`config.mk`:
```
export PLATFORM = sky130hd
export DESIGN_NAME = mux_scan_sequencer_flat
export DESIGN_NICKNAME = d
export VERILOG_FILES = /design/src/rtl/mux_scan_if.sv /design/src/rtl/mux_scan_sequencer.sv /design/src/flat_wrapper.sv
export SDC_FILE = /design/constraint.sdc
export NUM_CORES = 1
export LEC_CHECK = 0
export ABC_AREA = 1
export BUFFER_PORTS_ARGS = -buffer_cell sky130_fd_sc_hd__buf_2
export CAP_MARGIN = 40
export CORE_UTILIZATION = 60
export CTS_CLUSTER_SIZE = 10
export DETAILED_ROUTE_END_ITERATION = 8
export GPL_TIMING_DRIVEN = 1
export PLACE_DENSITY = 0.9
export SYNTH_ARGS = -nofsm -noshare
export SYNTH_HDL_FRONTEND = slang
export SYNTH_SLANG_ARGS = --single-unit
```
`constraint.sdc`:
```
create_clock -name clk -period 2.4 [get_ports clk]
set_clock_uncertainty 0.1 [all_clocks]
set_input_delay 0.6 -clock clk [delete_from_list [all_inputs] [get_ports clk]]
set_output_delay 0.6 -clock clk [all_outputs]
set_load 0.02 [all_outputs]
```
`src/rtl/mux_scan_if.sv`:
```
// Handshake and mux-facing bus between the scan sequencer and its controller/multiplexer.
// The parity signal exists only when SCAN_PARITY_EN is defined.
interface mux_scan_if;
    logic       start;
    logic       abort;
    logic       mux_op;
    logic [2:0] sel;
    logic       busy;
    logic       done;
    logic [7:0] word;
`ifdef SCAN_PARITY_EN
    logic       parity;

    modport master (input start, abort, mux_op, output sel, busy, done, word, parity);
    modport slave  (output start, abort, mux_op, input sel, busy, done, word, parity);
`else
    modport master (input start, abort, mux_op, output sel, busy, done, word);
    modport slave  (output start, abort, mux_op, input sel, busy, done, word);
`endif
endinterface

```
`src/rtl/mux_scan_sequencer.sv`:
```
// Steps an 8:1 mux select through channels 0..7, samples after SETTLE cycles each, emits a word.
// Optional SCAN_PARITY_EN adds a registered XOR parity of each completed word.
module mux_scan_sequencer #(
    parameter int unsigned SETTLE = 1
) (
    input logic       clk,
    input logic       rst,
    mux_scan_if.master bus
);
    typedef enum logic [1:0] {IDLE, WAIT, SAMPLE, DONE} state_t;

    localparam logic [3:0] SETTLE_L = 4'(SETTLE);
    // With zero settle time every channel goes straight to its sampling cycle.
    localparam state_t CH_FIRST = (SETTLE == 0) ? SAMPLE : WAIT;

    state_t     state, state_nxt;
    logic [3:0] cnt, cnt_nxt;
    logic [6:0] shadow, shadow_nxt;
    logic [2:0] sel_nxt;
    logic       busy_nxt, done_nxt;
    logic [7:0] word_nxt;
`ifdef SCAN_PARITY_EN
    logic       parity_nxt;
`endif

    always_ff @(posedge clk or posedge rst) begin
        if (rst) begin
            state    <= IDLE;
            cnt      <= '0;
            shadow   <= '0;
            bus.sel  <= '0;
            bus.busy <= 1'b0;
            bus.done <= 1'b0;
            bus.word <= 8'h00;
`ifdef SCAN_PARITY_EN
            bus.parity <= 1'b0;
`endif
        end else begin
            state    <= state_nxt;
            cnt      <= cnt_nxt;
            shadow   <= shadow_nxt;
            bus.sel  <= sel_nxt;
            bus.busy <= busy_nxt;
            bus.done <= done_nxt;
            bus.word <= word_nxt;
`ifdef SCAN_PARITY_EN
            bus.parity <= parity_nxt;
`endif
        end
    end

    always_comb begin
        state_nxt = state;
        case (state)
            IDLE:    if (bus.start) state_nxt = CH_FIRST;
            WAIT:    if (bus.abort) state_nxt = IDLE;
                     else if (cnt <= 4'd1) state_nxt = SAMPLE;
            SAMPLE:  if (bus.abort) state_nxt = IDLE;
                     else if (bus.sel == 3'd7) state_nxt = DONE;
                     else state_nxt = CH_FIRST;
            DONE:    state_nxt = IDLE;
            default: state_nxt = IDLE;
        endcase
    end

    always_comb begin
        cnt_nxt    = cnt;
        shadow_nxt = shadow;
        sel_nxt    = bus.sel;
        busy_nxt   = bus.busy;
        done_nxt   = 1'b0;
        word_nxt   = bus.word;
`ifdef SCAN_PARITY_EN
        parity_nxt = bus.parity;
`endif
        case (state)
            IDLE: begin
                sel_nxt  = '0;
                busy_nxt = 1'b0;
                if (bus.start) begin
                    busy_nxt   = 1'b1;
                    cnt_nxt    = SETTLE_L;
                    shadow_nxt = '0;
                end
            end
            WAIT: begin
                if (bus.abort) begin
                    sel_nxt    = '0;
                    busy_nxt   = 1'b0;
                    cnt_nxt    = '0;
                    shadow_nxt = '0;
                end else begin
                    cnt_nxt = cnt - 4'd1;
                end
            end
            SAMPLE: begin
                // Abort wins over the capture so a cancelled scan leaves no trace.
                if (bus.abort) begin
                    sel_nxt    = '0;
                    busy_nxt   = 1'b0;
                    cnt_nxt    = '0;
                    shadow_nxt = '0;
                end else if (bus.sel != 3'd7) begin
                    shadow_nxt[bus.sel] = bus.mux_op;
                    sel_nxt             = bus.sel + 3'd1;
                    cnt_nxt             = SETTLE_L;
                end else begin
                    word_nxt = {bus.mux_op, shadow};
`ifdef SCAN_PARITY_EN
                    parity_nxt = ^{bus.mux_op, shadow};
`endif
                    sel_nxt  = '0;
                    busy_nxt = 1'b0;
                    done_nxt = 1'b1;
                end
            end
            default: ;
        endcase
    end
endmodule

```
`src/flat_wrapper.sv`:
```
// flat-port wrapper written by rule: the top's interface ports become plain ports
module mux_scan_sequencer_flat 
#(
    parameter int unsigned SETTLE = 1
)
  (clk, rst, bus_start, bus_abort, bus_mux_op, bus_sel, bus_busy, bus_done, bus_word);
  mux_scan_if bus_i ();
  input logic clk;
  input logic rst;
  input wire logic [$bits(bus_i.start)-1:0] bus_start;
  input wire logic [$bits(bus_i.abort)-1:0] bus_abort;
  input wire logic [$bits(bus_i.mux_op)-1:0] bus_mux_op;
  output wire logic [$bits(bus_i.sel)-1:0] bus_sel;
  output wire logic [$bits(bus_i.busy)-1:0] bus_busy;
  output wire logic [$bits(bus_i.done)-1:0] bus_done;
  output wire logic [$bits(bus_i.word)-1:0] bus_word;
  assign bus_i.start = bus_start;
  assign bus_i.abort = bus_abort;
  assign bus_i.mux_op = bus_mux_op;
  assign bus_sel = bus_i.sel;
  assign bus_busy = bus_i.busy;
  assign bus_done = bus_i.done;
  assign bus_word = bus_i.word;
  mux_scan_sequencer #(.SETTLE(SETTLE)) u_core (.clk(clk), .rst(rst), .bus(bus_i));
endmodule
```
* Word level (Yosys, flattened, before mapping)
Index checks and enable logic that the tools add are counted.
** Operators by class
- Muxes and demuxes :: 31
- Reductions and logical operators :: 9
- Add/subtract/negate cells :: 2
- Bitwise operators :: 2
- Magnitude comparators :: 3
- Eq/ne operators :: 10
** Operators by type and width (count)
- 2-to-1 mux 7 bit :: 4
- case mux 7 bit (3 select lines) :: 1
- 2-to-1 mux 4 bit :: 4
- case mux 4 bit (3 select lines) :: 1
- 2-to-1 mux 2 bit :: 5
- 2-to-1 mux 3 bit :: 3
- case mux 3 bit (3 select lines) :: 1
- AND reduction 3 bit :: 3
- 2-to-1 mux 1 bit :: 8
- case mux 2 bit (4 select lines) :: 1
- bitwise mux 7 bit :: 1
- inequality test 3 x 2 -> 1 bit (second input constant) :: 2
- inequality test 3 bit (second input constant) :: 2
- == test 2 bit (second input constant) :: 2
- <= comparator 4 x 1 -> 1 bit (second input constant) :: 1
- less-than comparator 3 x 4 -> 1 bit (second input constant) :: 1
- inequality test 2 bit (second input constant) :: 2
- AND reduction 2 bit :: 2
- AND reduction 4 bit :: 1
- subtractor 4 x 1 -> 4 bit (second input constant) :: 1
- adder 3 x 1 -> 3 bit (second input constant) :: 1
- demux 1 bit (select 3 bit) :: 1
- == test 3 bit (second input constant) :: 1
- greater-or-equal comparator 3 x 1 -> 1 bit (second input constant) :: 1
- 6 further kinds :: 7
** Word-level totals
- Output and inout bits :: 13
- Logic and storage cells :: 64
- Flip-flop bits (word level) :: 26
- Input bits :: 5

* Longest topological paths before layout
Gate-level depths: netlist of run 1.
- Depth in word-level cells :: 8
- Gate-level depth with buffers :: 8
- Mapped depth without buffers :: 8

* Worst setup path after synthesis of run 1
Ideal clock, no wire load.
- Path kind :: register to register
- From :: reg u_core.bus.sel[0]
- To :: reg u_core.shadow[0]
- Arrival time :: 1.402 ns
- Setup slack :: 0.782 ns
- Library setup time :: 0.116 ns
- Required time :: 2.184 ns
- Stages on the path, launching flop included :: 9
- Path through :: dfrtp_1 -> ha_1 -> ha_1 -> nand3_2 -> nand2_1 -> nor2_4 -> nand2_1 -> nand2_1 -> nand2_1
** On the way
- Longest elaborated chain between the ends :: 8
- Elaborated cells on any way between the ends :: 12
- Those cells by class :: order compare (2); eq/ne (2); mux (6); reduce/logical (2)
** Ends and longest elaborated chain
- start, declared :: line mux_scan_if.sv:17 : modport master (input start, abort, mux_op, output sel, busy, done, word);
- start signal, assigned :: line mux_scan_sequencer.sv:42 : bus.sel <= sel_nxt;
- less-than comparator 3 x 4 -> 1 bit (not written as such) / greater-or-equal comparator 3 x 1 -> 1 bit (equally long branches) :: line mux_scan_sequencer.sv:104 : shadow_nxt[bus.sel] = bus.mux_op;
- logical AND 1 bit (not written as such) :: line mux_scan_sequencer.sv:104
- 2-to-1 mux 1 bit (not written as such) :: line mux_scan_sequencer.sv:104
- demux 1 bit (select 3 bit)
- bitwise mux 7 bit :: line mux_scan_sequencer.sv:104
- 2-to-1 mux 7 bit :: line mux_scan_sequencer.sv:103 : end else if (bus.sel != 3'd7) begin
- 2-to-1 mux 7 bit :: line mux_scan_sequencer.sv:98 : if (bus.abort) begin
- case mux 7 bit (3 select lines) :: line mux_scan_sequencer.sv:76 : case (state)
- end signal, assigned :: line mux_scan_sequencer.sv:41 : shadow <= shadow_nxt;
- end, declared :: line mux_scan_sequencer.sv:18 : logic [6:0] shadow, shadow_nxt;
Parallel ways exist; a longest one is shown, timed or not. The select of a mux whose other input is x is not followed.
A chain may end at the register's enable or synchronous reset.

* Worst setup path in the final report of run 1
- From :: reg u_core.bus.sel[0]
- To :: reg u_core.shadow[1]
The elaborated chain is that of the path after synthesis.

==> results.yml, run 1 <==
run_status:
  status: "complete, no violations"
setup_path:
  slowest_stage: "dfrtp_1"
  max_stage_delay_ns: 0.48
  start_kind: "flip-flop"
  critPathMaxFanout: 13
  rr_startpoint: "u_core.bus.sel[0]$_DFFE_PP0P_"
  cpLargestDelayFamily: "simple AND/OR/NAND/NOR gates"
  critical_path_class: "reg -> reg"
  critical_path_buf_inv_count: 0
  worstSetupEndpointType: "flip-flop"
  arrival_ns: 2.00
  cpMostUsedCell: "nand2_1"
  crit_chain: "ha_1, ha_1, nand3_2, nand2_1, nor2_4, nand2_1, nand2_1, nand2_1"
  cp-startpoint: "u_core.bus.sel[0]$_DFFE_PP0P_"
  required_ns: 2.53
yosys:
  syn_area_um2: 1439
  ys_warn_count: 0
  synth_seq_cells: 26
  seq_area_frac_synth_pct: 45.22
  syn_nets: 196
  postSynthAreaPerCell_um2: 7.906
  synth-async-reset-ratio_pct: 100.0
  syn_inst: 182
  synth_edf_count: 0
  synth_ff_type: "dfrtp_1"
  synth.distinct_cells: 21
floorplan:
  io_pins: 18
  start_util_pct: 64.43
  die_x_um: 50.97
  fp.dieH_um: 50.97
  row_count: 17
  dieArea_um2: 2598
  core_area_um2: 2233
clock_tree:
  clock_sinks: 26
  cts_hold_buf: 0
  clk_latency_ns: 0.32
  cts_setup_buffers: 0
  clockBufferDepth: 2
  clk_pin_slew_ns: 0.13
  cts_buffers: 3
  cts_tree: "built"
  root_buffer: "clkbuf_4"
  ctsHtreeMaxLevel: 1
  cts.repair.resized: 0
sta:
  hold_viol: 0
  drv_slew: 0
  finalCriticalPeriod_ns: 1.871
  rsz0062_at_grt: "false"
  tns_ns: 0
  max_freq_mhz: 534.5
  relSlewSlack_pct: 78.89
  worst_slew_pin_slew_ns: 0.3167
  setup_viol: 0
  finalCritPeriodShare_pct: 77.96
placed_design:
  hpwl_um: 1993
  gp_congestion: 0.8836
  numPortBuffers: 17
pwr:
  leakagePower_nw: 0.9714
  peakVddDrop_uv: 748.0
  power_density_nw_per_um2: 830.6
  fin_total_pwr_mw: 1.322
drt:
  wirelength_um: 2585
  ant_nets: 0
  drt_iter0_drc: 19
  vias_per_cell: 5.126
  dr_total_vias: 1184
  post_drt_wl_per_cell_um: 11.19
  drcViolationCount: 0
  first_pass_iters: 4
cells_and_area:
  final_nets: 218
  nFillCells: 179
  final_cell_mix: "nand2_1, dfrtp_1, inv_1"
  num_antenna_cells: 0
  area_growth_pct: 10.61
  layout-drive-gt1-share_pct: 17.24
  mostFrequentLayoutCell: "nand2_1"
grt:
  grt_overflow: 0
  grt_pass1_vias: 1155
  grt_max_degree: 27
  grt_pass1_wl_um: 4740
  antenna_found_initial: 0
  grt_use_total_pct: 24.20
flow_run:
  max_cap_viol_count: 0
hold_path:
  hold_path.class: "in -> async"
==> synthesized netlist by cell type (2+ instances only) <==
| cell type | number | area (µm²) |
|---|---|---|
| ha_1 | 9 | 112.6 |
| nor2_1 | 7 | 26.28 |
| inv_1 | 21 | 78.83 |
| nand2_4 | 3 | 33.78 |
| o21ai_0 | 5 | 25.02 |
| nand2_1 | 80 | 300.3 |
| nand3_1 | 15 | 75.07 |
| dfrtp_1 | 26 | 650.6 |
| nand3_2 | 2 | 20.02 |
| inv_2 | 2 | 7.510 |
| nor2_4 | 2 | 22.52 |
==> per-layer routing <==
layer | global-route usage (%) | wire (µm)
met1 | 31.05 | 1230
met2 | 40.13 | 1217
met3 | 3.274 | 80
met4 | 11.57 | 56
met5 | 0 | 0
==> worst paths after layout <==
path | endpoint | depth (start not counted) | slack, ns
worst max-delay path | u_core.shadow[1]$_DFFE_PP0P_ | 8 | 0.53
worst min register to register | u_core.bus.word[3]$_DFFE_PP0P_ | 2 | 0.39
worst min-delay path | u_core.cnt[3]$_DFFE_PP0P_ | 3 | 0.21
min in group clk | u_core.bus.word[3]$_DFFE_PP0P_ | 2 | 0.39
worst max register to register | u_core.shadow[1]$_DFFE_PP0P_ | 8 | 0.53
max in group asynchronous | u_core.bus.sel[0]$_DFFE_PP0P_ | 3 | 1.74
==> per-stage QoR <==
stage | area (µm²) | instances | hold slack, ns | util, % | setup slack, ns
after floorplan | 1439 | 182 | 0.3415 | - | 0.7819
after global placement | 1555 | 227 | 0.3603 | 69.64 | 0.6654
after detailed placement | 1555 | 227 | 0.3633 | 69.64 | 0.5899
after CTS | 1592 | 231 | 0.2217 | 71.26 | 0.5565
after global routing | 1592 | 231 | 0.2250 | 71.26 | 0.3985
final | 1592 | 231 | 0.2092 | 71.26 | 0.5289
==> logic make-up after synthesis <==
kind of cell	Yosys count	share of synthesized area [%]
and+or+nand+nor	113	35.74
DFF	26	45.22
buffers and inverters	25	7.392
adders and majority gates	9	7.826
AOI/OAI and AO/OA	8	3.217
xor gates and xnor gates	1	0.6088
==> where the power goes <==
group	switching (mW)	total [mW]	internal [mW]
sequential	0.0444	0.534	0.489
clock	0.123	0.216	0.0928
combinational	0.368	0.572	0.204
==> area by class of cell <==
cell class	count	area [µm²]	area share, %
Timing Repair Buffer	18	92.59	5.818
Multi-Input combinational cell	131	681.9	42.85
Tap cell	28	35.03	2.201
Clock buffer	4	36.28	2.280
Inverter	24	95.09	5.975
Sequential cell	26	650.6	40.88
==> worst register-to-register path, cell delays in order (launching register included) <==
cell,delay (ns)
dfrtp_1,0.48
ha_1,0.24
ha_1,0.20
nand3_2,0.23
nand2_1,0.14
nor2_4,0.17
nand2_1,0.10
nand2_1,0.08
nand2_1,0.05
==> flip-flops by register name (all words and copies together) (netlist names) <==
register	cells
u_core.shadow	7
u_core.cnt	4
u_core.bus.word	8
u_core.bus.sel	3
u_core.state	2
u_core.bus.done	1
u_core.bus.busy	1
No activity file was read; power rests on OpenSTA's default activity.
==> run 2, diff against run 1 <==
Settings changed: ABC_AREA 1 to 0, CORE_UTILIZATION 60 to 56, PLACE_DENSITY 0.9 to 0.86.
Clock period 2.4 ns to 1.8 ns, I/O delays scaled along.
==> results.yml, run 2 <==
sta:
  rsz0062_at_grt: "true"
  setup_viol: 8
  setup_ws_ns: -0.2762
  relSlewSlack_pct: 75.42
  worst_slew_pin_slew_ns: 0.3679
  drv_slew: 0
  hold_viol: 0
  finalCriticalPeriod_ns: 2.076
  whs_ns: 0.03670
  finalCritPeriodShare_pct: 115.3
  max_freq_mhz: 481.7
flow_run:
  max_cap_viol_count: 0
cells_and_area:
  final_cell_mix: "nand2_1, dfrtp_1, buf_2"
  reg.largest.list: "u_core.bus.word x8, u_core.shadow x7, u_core.cnt x4"
  area_growth_pct: 26.82
  layout-drive-gt1-share_pct: 31.46
  largest_register: "u_core.bus.word"
  largest_reg_flops: 8
  nFillCells: 148
  mostFrequentLayoutCell: "nand2_1"
  final_nets: 193
  num_antenna_cells: 0
clock_tree:
  cts_buffers: 3
  clockBufferDepth: 2
  clock_sinks: 26
  cts_hold_buf: 0
  ctsHtreeMaxLevel: 1
  clk_latency_ns: 0.33
  cts_tree: "built"
  clk_pin_slew_ns: 0.14
  root_buffer: "clkbuf_4"
yosys:
  syn_inst: 145
  synth_ff_type: "dfrtp_1"
  synth_common_cells: "nand2_1, dfrtp_1, ha_1, o21ai_1"
  synth_seq_cells: 26
  yosysTopAreaCellShare_pct: 47.93
  synth-async-reset-ratio_pct: 100.0
  syn_area_um2: 1358
  synth_area_leaders: "dfrtp_1, nand2_1, ha_1, o21ai_1, nand2b_1"
  syn_nets: 159
  ys_warn_count: 0
  yosysMostFrequentCell: "nand2_1"
  seq_area_frac_synth_pct: 47.93
  postSynthAreaPerCell_um2: 9.362
  synth_edf_count: 0
  synth.distinct_cells: 31
  synth_area_leader_cell: "dfrtp_1"
pwr:
  power_density_nw_per_um2: 1149
  leakagePower_nw: 0.9258
  peakVddDrop_uv: 1013
run_status:
  violations: "negative setup slack"
  status: "finished, violations left"
setup_path:
  cpLargestDelayFamily: "simple AND/OR/NAND/NOR gates"
  critical_path_class: "reg -> reg"
  slowest_stage: "or4b_4"
  crit_chain: "ha_4, ha_4, or4b_4, or3_4, o41ai_4"
  cpMostUsedCell: "ha_4"
  max_stage_delay_ns: 0.50
  required_ns: 1.94
  start_kind: "flip-flop"
  arrival_ns: 2.22
  worstSetupEndpointType: "flip-flop"
  critPathMaxFanout: 3
  critical_path_buf_inv_count: 0
hold_path:
  hold_path.class: "in -> async"
floorplan:
  core_area_um2: 2255
  dieArea_um2: 2625
  fp.dieH_um: 51.24
  start_util_pct: 60.21
  row_count: 17
  io_pins: 18
  die_x_um: 51.24
placed_design:
  hpwl_um: 2020
  pre_cts_ws_ns: -0.2722
  numPortBuffers: 17
  gp_congestion: 0.8793
drt:
  drt_iter0_drc: 36
  first_pass_iters: 4
  drcViolationCount: 0
  post_drt_wl_per_cell_um: 15.17
  ant_nets: 0
  wirelength_um: 3126
  dr_total_vias: 1190
  vias_per_cell: 5.777
grt:
  grt_max_degree: 27
  antenna_found_initial: 0
  grt_overflow: 0
  grt_pass1_vias: 1153
  grt_use_total_pct: 25.72
  grt_pass1_wl_um: 4809
==> run 2: cell count changes in the layout (fill, tap and decap cells not counted), sizes merged, moves of 3 or more <==
cell	change
nand2	-50
nand3	-17
buf	+16
inv	-13
o21ai	+8
nand2b	+6
o31ai	+6
nor3	+5
a31oi	+3
o41ai	+3
==> run 2: worst paths after layout <==
check                                                from                        endpoint  slack [ns]  depth (start not counted)
max in group asynchronous                             rst   u_core.bus.sel[0]$_DFFE_PP0P_        1.31                          3
min in group clk                                bus_start     u_core.bus.busy$_DFFE_PP0P_        0.27                          3
min                                                   rst  u_core.bus.word[1]$_DFFE_PP0P_        0.04                          3
max                         u_core.bus.sel[1]$_DFFE_PP0P_    u_core.shadow[3]$_DFFE_PP0P_       -0.28                          5
min reg2reg                u_core.bus.word[7]$_DFFE_PP0P_  u_core.bus.word[7]$_DFFE_PP0P_        0.39                          2
max reg2reg                 u_core.bus.sel[1]$_DFFE_PP0P_    u_core.shadow[3]$_DFFE_PP0P_       -0.28                          5
==> run 2: what timing repair did <==
item	in CTS	in global routing
setup buffers	1	4
resized for setup	4	9
setup endpoints to repair	9	10
pin swaps	3	1
==> run 2: through the flow <==
stage	util (%)	total power, mW	setup TNS, ns	instance area [µm²]	cells
after floorplan	-	1.230	-0.8401	1385	145
after global placement	69.92	1.393	-0.6572	1577	197
after detailed placement	69.92	1.426	-0.9326	1577	197
after CTS	73.70	1.879	-1.296	1662	202
after global routing	76.36	2.099	-1.884	1722	206
final	76.36	1.979	-1.436	1722	206
==> run 2: logic make-up (layout without fill, tap and decap cells) <==
logic type      after synthesis  in the layout  synth area share [%]
mux                           2              2                 1.567
compound gates               32             32                 16.50
simple gates                 61             61                 21.57
flops                        26             26                 47.93
fa+ha+maj                     9              9                 8.295
buf+inv                      15             48                 4.148
==> run 2: worst register-to-register path: stages (launching register included) <==
cell     delay [ns]
dfrtp_2        0.45
ha_4           0.17
ha_4           0.15
or4b_4         0.50
or3_4          0.38
o41ai_4        0.24
==> run 2: cell type report <==
cell class	count	area, µm²	share of cell area, %
clock inverters	1	30.03	1.744
well taps	28	35.03	2.035
repair buffers	34	220.2	12.79
multi-input cells	104	720.7	41.86
flip-flops and latches	26	653.1	37.94
clock buffers	3	22.52	1.308
inverters	10	40.04	2.326
==> run 2: layer usage <==
layer | up-vias | global-route usage [%] | wire (µm)
met3 | 13 | 2.679 | 118
met4 | 0 | 15.77 | 143
met2 | 44 | 44.96 | 1574
met1 | 571 | 30.10 | 1289
met5 | - | 0 | 0
li1 | 562 | - | -
==> run 2: power by group <==
part / leakage (nW) / internal (mW) / switching [mW] / total [mW]
clock network: 0.0279 / 0.226 / 0.184 / 0.410
logic: 0.545 / 0.361 / 0.496 / 0.857
registers: 0.353 / 0.655 / 0.0567 / 0.711
total: 0.926 / 1.24 / 0.737 / 1.98
==> run 3, diff against run 2 <==
Settings changed: CORE_UTILIZATION 56 to 40, PLACE_DENSITY 0.86 to 0.67.
==> results.yml, run 3 (same netlist as run 2, synthesis figures left out) <==
run_status:
  status: "finished, violations left"
  violations: "negative setup slack"
placed_design:
  gp_congestion: 0.7678
  hpwl_um: 2129
  numPortBuffers: 17
grt:
  grt_pass1_vias: 1056
  grt_max_degree: 27
  antenna_found_initial: 0
  grt_use_total_pct: 18.14
  grt_overflow: 0
  grt_pass1_wl_um: 4788
clock_tree:
  clk_pin_slew_ns: 0.15
  cts_buffers: 3
  cts_hold_buf: 0
  clock_sinks: 26
  root_buffer: "clkbuf_4"
  clk_latency_ns: 0.34
  cts_tree: "built"
  clockBufferDepth: 2
  ctsHtreeMaxLevel: 1
sta:
  whs_ns: 0.03200
  max_freq_mhz: 484.5
  rsz0062_at_grt: "true"
  finalCritPeriodShare_pct: 114.7
  finalCriticalPeriod_ns: 2.064
  setup_ws_ns: -0.2639
  worst_slew_pin_slew_ns: 0.3949
  hold_viol: 0
  relSlewSlack_pct: 73.62
  setup_viol: 11
  drv_slew: 0
drt:
  dr_total_vias: 1134
  drt_iter0_drc: 37
  drcViolationCount: 0
  ant_nets: 0
  first_pass_iters: 4
  post_drt_wl_per_cell_um: 13.51
  wirelength_um: 3012
  vias_per_cell: 5.085
pwr:
  pwr-share-clk_pct: 20.4
  power_density_nw_per_um2: 1131
  combinationalPowerShare_pct: 44.4
  p_int_mw: 1.255
  leakagePower_nw: 0.9195
  pwr-share-seq_pct: 35.2
  p_switching_uw: 775.6
  switching_share_pct: 38.20
  peakVddDrop_uv: 672.3
setup_path:
  critical_path_class: "reg -> reg"
  max_stage_delay_ns: 0.48
  arrival_ns: 2.22
  critical_path_buf_inv_count: 0
  critPathMaxFanout: 3
  cpLargestDelayFamily: "simple AND/OR/NAND/NOR gates"
  start_kind: "flip-flop"
  worstSetupEndpointType: "flip-flop"
  r2r_slack_ns: -0.26
  cp-startpoint: "u_core.bus.sel[1]$_DFFE_PP0P_"
  required_ns: 1.96
  rr_startpoint: "u_core.bus.sel[1]$_DFFE_PP0P_"
  crit_chain: "ha_4, ha_4, or4b_4, or3_4, o41ai_2"
  cpMostUsedCell: "ha_4"
  slowest_stage: "or4b_4"
cells_and_area:
  final_cell_mix: "nand2_1, dfrtp_1, buf_2"
  layout-drive-gt1-share_pct: 34.08
  area_growth_pct: 32.26
  final_nets: 194
  largest_reg_flops: 8
  num_antenna_cells: 0
  mostFrequentLayoutCell: "nand2_1"
  multiInputGateArea_um2: 749.5
  largest_register: "u_core.bus.word"
  regArea_um2: 653.1
  finish.utilization_pct: 57.40
  nFillCells: 286
  reg.largest.list: "u_core.bus.word x8, u_core.shadow x7, u_core.cnt x4"
floorplan:
  start_util_pct: 43.40
  die_x_um: 60.26
  dieArea_um2: 3631
  fp.dieH_um: 60.26
  row_count: 20
  io_pins: 18
  core_area_um2: 3128
hold_path:
  hold_path.class: "in -> async"
flow_run:
  max_cap_viol_count: 0
## run 3: changes by cell type in the layout (fill, tap and decap cells not counted), moves of 2 or more
cell	change
o31ai_1	-4
o31ai_2	+3
o21ai_0	-2
o21ai_1	+2
o41ai_2	+2
## run 3: worst reg2reg max path: stages, from the launching register on
cell     delay, ns
dfrtp_2       0.45
ha_4          0.17
ha_4          0.15
or4b_4        0.48
or3_4         0.41
o41ai_2       0.21
## run 3: area by class of cell
cell class,count,area share [%]
Clock buffer,3,1.254
Clock inverter,1,1.672
Inverter,10,2.509
Multi-Input combinational cell,104,41.74
Sequential cell,26,36.38
Tap cell,44,3.066
Timing Repair Buffer,35,13.38
## run 3: per-layer routing
metal	part of all wire (%)	up-vias	GRT usage, %	wire length, µm
met5	0	-	0	0
met4	1.9	0	6.977	56
met3	3.3	5	2.814	100
met2	50	27	31.08	1504
met1	45	537	22.69	1351
li1	-	565	-	-
## run 3: power by group through the flow
stage          Clock [mW]  Sequential, mW  Combinational (mW)
6_report            0.415           0.714               0.901
3_3_place_gp            0           0.716               0.711
3_5_place_dp            0           0.721               0.749
2_1_floorplan           0           0.727               0.503
4_1_cts             0.412           0.710               0.780
5_1_grt             0.445           0.724                1.00
## run 3: path summary, 6_finish.rpt
| kind | cells past startpoint | to |
|---|---|---|
| max reg2reg | 5 | u_core.shadow[0]$_DFFE_PP0P_ |
| min reg2reg | 2 | u_core.bus.word[6]$_DFFE_PP0P_ |
| min in group clk | 3 | u_core.bus.busy$_DFFE_PP0P_ |
| max in group asynchronous | 3 | u_core.bus.sel[0]$_DFFE_PP0P_ |
| max | 5 | u_core.shadow[0]$_DFFE_PP0P_ |
| min | 3 | u_core.bus.word[2]$_DFFE_PP0P_ |
## run 3: through the flow
stage	worst slack [ns]	instance area (µm²)	std cells	setup TNS, ns	power (mW)
floorplan	-0.2421	1385	145	-0.8401	1.230
global placement	-0.1915	1604	214	-0.7203	1.427
detailed placement	-0.2316	1604	214	-0.9251	1.470
CTS	-0.2631	1683	219	-1.415	1.902
global route	-0.3136	1795	223	-2.371	2.169
finish	-0.2639	1795	223	-1.567	2.030
## run 3: timing repair
item,4_1_cts,5_1_grt
setup endpoints to repair,9,11
gates resized for setup,4,21
pin swaps,2,8
endpoints found under the hold margin,0,0
setup buffers,1,4
